**src/rtl/imm_decode_stage.sv**
```systemverilog
// Decode stage for RV32 immediates: a 2-entry FIFO that decodes format/immediate at push
// and presents the head entry from registers, decoupling fetch from execute.
module imm_decode_stage #(
  parameter int unsigned DEPTH = 2
) (
  input  logic        clk,
  input  logic        resetn,
  input  logic        flush,
  input  logic        in_valid,
  output logic        in_ready,
  input  logic [31:0] in_instr,
  input  logic [31:0] in_pc,
  output logic        out_valid,
  input  logic        out_ready,
  output logic [31:0] out_imm,
  output logic [2:0]  out_fmt,
  output logic [31:0] out_pc,
  output logic [31:0] out_instr,
  output logic        out_illegal
);

  localparam int unsigned XLEN  = 32;
  localparam int unsigned FMT_W = 3;
  localparam int unsigned PTR_W = (DEPTH > 1) ? $clog2(DEPTH) : 1;

  localparam logic [FMT_W-1:0] FMT_I    = FMT_W'(0);
  localparam logic [FMT_W-1:0] FMT_S    = FMT_W'(1);
  localparam logic [FMT_W-1:0] FMT_B    = FMT_W'(2);
  localparam logic [FMT_W-1:0] FMT_U    = FMT_W'(3);
  localparam logic [FMT_W-1:0] FMT_J    = FMT_W'(4);
  localparam logic [FMT_W-1:0] FMT_Z    = FMT_W'(5);
  localparam logic [FMT_W-1:0] FMT_NONE = FMT_W'(6);

  typedef struct packed {
    logic [XLEN-1:0]  imm;
    logic [FMT_W-1:0] fmt;
    logic [XLEN-1:0]  pc;
    logic [XLEN-1:0]  instr;
    logic             illegal;
  } entry_t;

  typedef enum logic [1:0] {
    EMPTY = 2'd0,
    ONE   = 2'd1,
    FULL  = 2'd2
  } state_t;

  localparam entry_t RESET_ENTRY = '{
    imm:     '0,
    fmt:     FMT_NONE,
    pc:      '0,
    instr:   '0,
    illegal: 1'b0
  };

  state_t           state;
  state_t           state_nxt;
  logic [PTR_W-1:0] head;
  logic [PTR_W-1:0] tail;
  entry_t           mem [DEPTH];
  entry_t           out_q;
  entry_t           dec_c;
  logic             push_c;
  logic             pop_c;
  logic             load_new_c;
  logic             load_next_c;

  // Format selection and immediate assembly for one raw instruction word.
  function automatic entry_t decode(input logic [XLEN-1:0] instr, input logic [XLEN-1:0] pc);
    entry_t e;
    e.pc      = pc;
    e.instr   = instr;
    e.illegal = 1'b0;
    e.fmt     = FMT_NONE;
    e.imm     = '0;
    case (instr[6:0])
      7'b0000011, 7'b0010011, 7'b0001111, 7'b1100111: e.fmt = FMT_I;
      7'b0100011:             e.fmt = FMT_S;
      7'b1100011:             e.fmt = FMT_B;
      7'b0110111, 7'b0010111: e.fmt = FMT_U;
      7'b1101111:             e.fmt = FMT_J;
      7'b1110011:             e.fmt = instr[14] ? FMT_Z : FMT_I;
      7'b0110011:             e.fmt = FMT_NONE;
      default:                e.illegal = 1'b1;
    endcase
    case (e.fmt)
      FMT_I: e.imm = {{20{instr[31]}}, instr[31:20]};
      FMT_S: e.imm = {{20{instr[31]}}, instr[31:25], instr[11:7]};
      FMT_B: e.imm = {{19{instr[31]}}, instr[31], instr[7], instr[30:25], instr[11:8], 1'b0};
      FMT_U: e.imm = {instr[31:12], 12'b0};
      FMT_J: e.imm = {{11{instr[31]}}, instr[31], instr[19:12], instr[20], instr[30:21], 1'b0};
      FMT_Z: e.imm = {27'b0, instr[19:15]};
      default: e.imm = '0;
    endcase
    return e;
  endfunction

  assign dec_c  = decode(in_instr, in_pc);

  // Readiness is gated by reset so nothing is accepted while the block is held in reset.
  assign in_ready  = resetn && (state != FULL);
  assign out_valid = (state != EMPTY);
  assign push_c    = in_valid && in_ready && !flush;
  assign pop_c     = out_valid && out_ready && !flush;

  // The output register takes a fresh word when it becomes head straight away,
  // or the second buffered word when the head leaves a full buffer.
  assign load_new_c  = push_c && ((state == EMPTY) || ((state == ONE) && pop_c));
  assign load_next_c = pop_c && (state == FULL);

  always_ff @(posedge clk or negedge resetn) begin
    if (!resetn) begin
      state <= EMPTY;
    end else begin
      state <= state_nxt;
    end
  end

  always_comb begin
    state_nxt = state;
    if (flush) begin
      state_nxt = EMPTY;
    end else begin
      case (state)
        EMPTY: if (push_c) state_nxt = ONE;
        ONE: begin
          if (push_c && !pop_c) begin
            state_nxt = FULL;
          end else if (pop_c && !push_c) begin
            state_nxt = EMPTY;
          end
        end
        FULL:    if (pop_c) state_nxt = ONE;
        default: state_nxt = EMPTY;
      endcase
    end
  end

  always_ff @(posedge clk or negedge resetn) begin
    if (!resetn) begin
      head <= '0;
      tail <= '0;
    end else if (flush) begin
      head <= '0;
      tail <= '0;
    end else begin
      if (push_c) tail <= tail + PTR_W'(1);
      if (pop_c)  head <= head + PTR_W'(1);
    end
  end

  always_ff @(posedge clk or negedge resetn) begin
    if (!resetn) begin
      for (int i = 0; i < int'(DEPTH); i++) mem[i] <= RESET_ENTRY;
    end else if (push_c) begin
      mem[tail] <= dec_c;
    end
  end

  // Head entry register: holds across stalls, flushes and empty periods.
  always_ff @(posedge clk or negedge resetn) begin
    if (!resetn) begin
      out_q <= RESET_ENTRY;
    end else if (load_new_c) begin
      out_q <= dec_c;
    end else if (load_next_c) begin
      out_q <= mem[head + PTR_W'(1)];
    end
  end

  assign out_imm     = out_q.imm;
  assign out_fmt     = out_q.fmt;
  assign out_pc      = out_q.pc;
  assign out_instr   = out_q.instr;
  assign out_illegal = out_q.illegal;

endmodule

```
**config.mk**
```make
export PLATFORM = sky130hd
export DESIGN_NAME = imm_decode_stage
export DESIGN_NICKNAME = d
export VERILOG_FILES = /design/src/rtl/imm_decode_stage.sv
export SDC_FILE = /design/constraint.sdc
export NUM_CORES = 1
export LEC_CHECK = 0
export CAP_MARGIN = 20
export CORE_MARGIN = 5
export CORE_UTILIZATION = 35
export CTS_BUF_LIST = sky130_fd_sc_hd__clkbuf_8
export CTS_CLUSTER_SIZE = 12
export DETAILED_ROUTE_END_ITERATION = 7
export PLACE_DENSITY = 0.52
export SLEW_MARGIN = 25
export SYNTH_ARGS = -nofsm -noshare
export SYNTH_HDL_FRONTEND = slang
export SYNTH_SLANG_ARGS = --single-unit
```
**constraint.sdc**
```tcl
create_clock -name clk -period 2.4 [get_ports clk]
set_input_delay 0.72 -clock clk [delete_from_list [all_inputs] [get_ports clk]]
set_output_delay 0.72 -clock clk [all_outputs]
set_load 0.005 [all_outputs]
```
==> flow_summary.ini <==
[place]
placed_cell_area_um2 = 16900
port-buffer-count = 170
dp_hpwl_um = 28300
gp_congestion = 0.844
pre_cts_slack_ns = -0.469

[clocking]
cts_root_buf = clkbuf_8
clk_path_buf_depth = 3
clkTransAtPathRegs_ns = 0.06
numClockSinks = 304
h-tree-depth = 2
cts_tree = done
cts_made_buffers = 54
clkLatencyLatePin_ns = 0.63

[synth]
avgSynthCellArea_um2 = 9.69
ys_seq_area_share_pct = 55.3
syn_inst = 1421
syn_nets = 1491
netlist_area_um2 = 13800
synth_edf_count = 0
ys_seq_elements = 304
synth_cell_types = 56
synthArstFlopShare_pct = 100
ys_warn_count = 0
synthFlopType = dfrtp_1

[detailed_routing]
post_drt_wl_per_cell_um = 19.3
drc = 0
first_pass_iters = 7
ant_nets = 0
vias_per_cell = 5.13
dr_total_vias = 11400
drt_wl_total_um = 42700
drtIter0Drc = 719

[critical_path]
path_buf_inv = 1
cp.arrival_ns = 1.58
required_ns = 1.68
slowest_stage = clkdlybuf4s50_1
crit_fanout = 2
max_stage_delay_ns = 0.55
path_delay_family = buffers and inverters
crit_chain = clkdlybuf4s50_1
worstSetupStartpointType = flip-flop
end_kind = output port
worstSetupPathType = reg -> out

[sta]
worst_slack_ns = 0.0954
finalCritPeriodShare_pct = 96.0
skew_ns = 0.0220
period_needed_ns = 2.30
rsz0062_at_grt = false
slew_headroom_pct = 56.7
finalHoldViolations = 0
drv_slew = 0
setup_viol = 0
holdWs_ns = 0.0616
worst_slew_pin_slew_ns = 0.649
max_freq_mhz = 434

[cells_and_area]
regArea_um2 = 7620
mostFrequentLayoutCell = nand2_1
drive_gt1_share_pct = 14.1
areaGrowthSynthToFinish_pct = 31.4
fin_area_um2 = 18100
nets = 1726
multi_input_area_um2 = 5640
layout_common_cells = nand2_1, dfrtp_1, clkdlybuf4s50_1
n_fill_cell = 3768
antennaDiodeCount = 0

[die]
io-pin-count = 171
start_util_pct = 35.5
rows = 72
die_y_um = 208
core_um2 = 38700
dieArea_um2 = 43400
die_w_um = 208

[flow_run]
max_cap_violations = 0

[power_and_ir_drop]
powerDensity_nw_per_um2 = 793
p_leak_uw = 0.00800
ir_drop_v = 0.000382

[global_route]
grt_max_degree = 171
grt_antenna_before_repair = 2
grt_pass1_wl_um = 67700
grt_usage_pct = 19.4
overflow = 0
grt_pass1_vias = 11500

[status]
status = completed

[min_path]
hold_path.class = in -> async
## synthesized netlist by cell type, types with 6 or more instances
library cell,instances,share of area [%]
buf_4,13,0.71
a21oi_1,9,0.33
dfrtp_1,298,54
clkbuf_1,45,1.2
o21ai_1,17,0.62
nor2_1,128,3.5
o221ai_1,7,0.45
buf_2,43,1.6
dfstp_2,6,1.1
a211oi_1,20,1.1
o21ai_0,29,1.1
a31oi_1,62,2.8
inv_1,10,0.27
buf_1,10,0.27
o211ai_1,35,1.9
mux2i_1,102,7.4
nand2_1,447,12
nor2b_1,7,0.32
nand4_1,14,0.64
a221o_1,57,4.1
## worst register-to-register path, delay by kind of cell, from the launching register on
family,cells,cell delay [ns]
AOI/OAI and AO/OA,3,0.39
and+or+nand+nor,1,0.68
buffers and inverters,2,0.47
DFF,1,0.40
## power breakdown
| group | switching, µW | total (µW) | leakage [µW] | internal (µW) |
|---|---|---|---|---|
| combinational | 1160 | 2570 | 0.00352 | 1410 |
| sequential | 555 | 6650 | 0.00383 | 6090 |
| clock | 2250 | 5130 | 0.000646 | 2870 |
## cell families (layout without fill, tap and decap cells)
| kind of cell | after synthesis | count (layout) | synth area share [%] |
|---|---|---|---|
| compound gates | 254 | 254 | 13.7 |
| xor+xnor | 1 | 1 | 0.0636 |
| fa+ha+maj | 1 | 1 | 0.0909 |
| buf+inv | 121 | 397 | 4.05 |
| flops | 304 | 304 | 55.3 |
| mux | 105 | 105 | 7.66 |
| simple gates | 635 | 635 | 19.1 |
## state kept, by name, summed over array words and instances (netlist names)
register,count
mem,200
out_imm,32
out_instr,32
out_pc,32
out_fmt,3
state,2
head,1
out_illegal,1
tail,1
## path summary, 6_finish.rpt
kind                             start      endpoint  slack (ns)  depth (start not counted)
setup / recovery           out_imm[31]   out_imm[31]         0.1                          1
hold / removal                  resetn  out_instr[9]        0.06                          2
setup reg to reg              state[1]   out_imm[31]        0.39                          6
hold reg to reg                mem[58]       mem[58]        0.47                          2
max in group asynchronous       resetn       mem[88]        1.16                          4
min in group clk               mem[58]       mem[58]        0.47                          2
## routing by layer
| layer | vias to the layer above | track usage, % | routed length [µm] |
|---|---|---|---|
| met5 | - | 0 | 15 |
| met4 | 2 | 5.98 | 1040 |
| met3 | 70 | 3.62 | 2260 |
| met2 | 296 | 30.4 | 19600 |
| met1 | 5596 | 27.4 | 19800 |
| li1 | 5408 | - | - |
## final cells by class
cell class              instances  area share (%)
flip-flops and latches        304            42.1
multi-input cells             996            31.2
repair buffers                290            16.5
clock buffers                  75            5.71
well taps                     518            3.58
clock inverters                22           0.712
inverters                      10           0.207
## what timing repair did
| action | in CTS | in global routing |
|---|---|---|
| hold buffers | 1 | 0 |
| endpoints found under the hold margin | 2 | 0 |
| gates resized for setup | 6 | 0 |
| setup endpoints to repair | 4 | 0 |
| setup buffers | 2 | 0 |
## through the flow
stage / total power (µW) / cells / utilization, % / setup TNS [ns]
after global placement: 9270 / 2114 / 43.6 / -60.73
after floorplan: 7900 / 1421 / - / 0
after CTS: 14600 / 2214 / 46.6 / 0
after detailed placement: 9330 / 2114 / 43.6 / -66.21
final: 14300 / 2215 / 46.7 / 0
after global routing: 15200 / 2215 / 46.7 / 0
No activity file was read; power rests on OpenSTA's default activity.
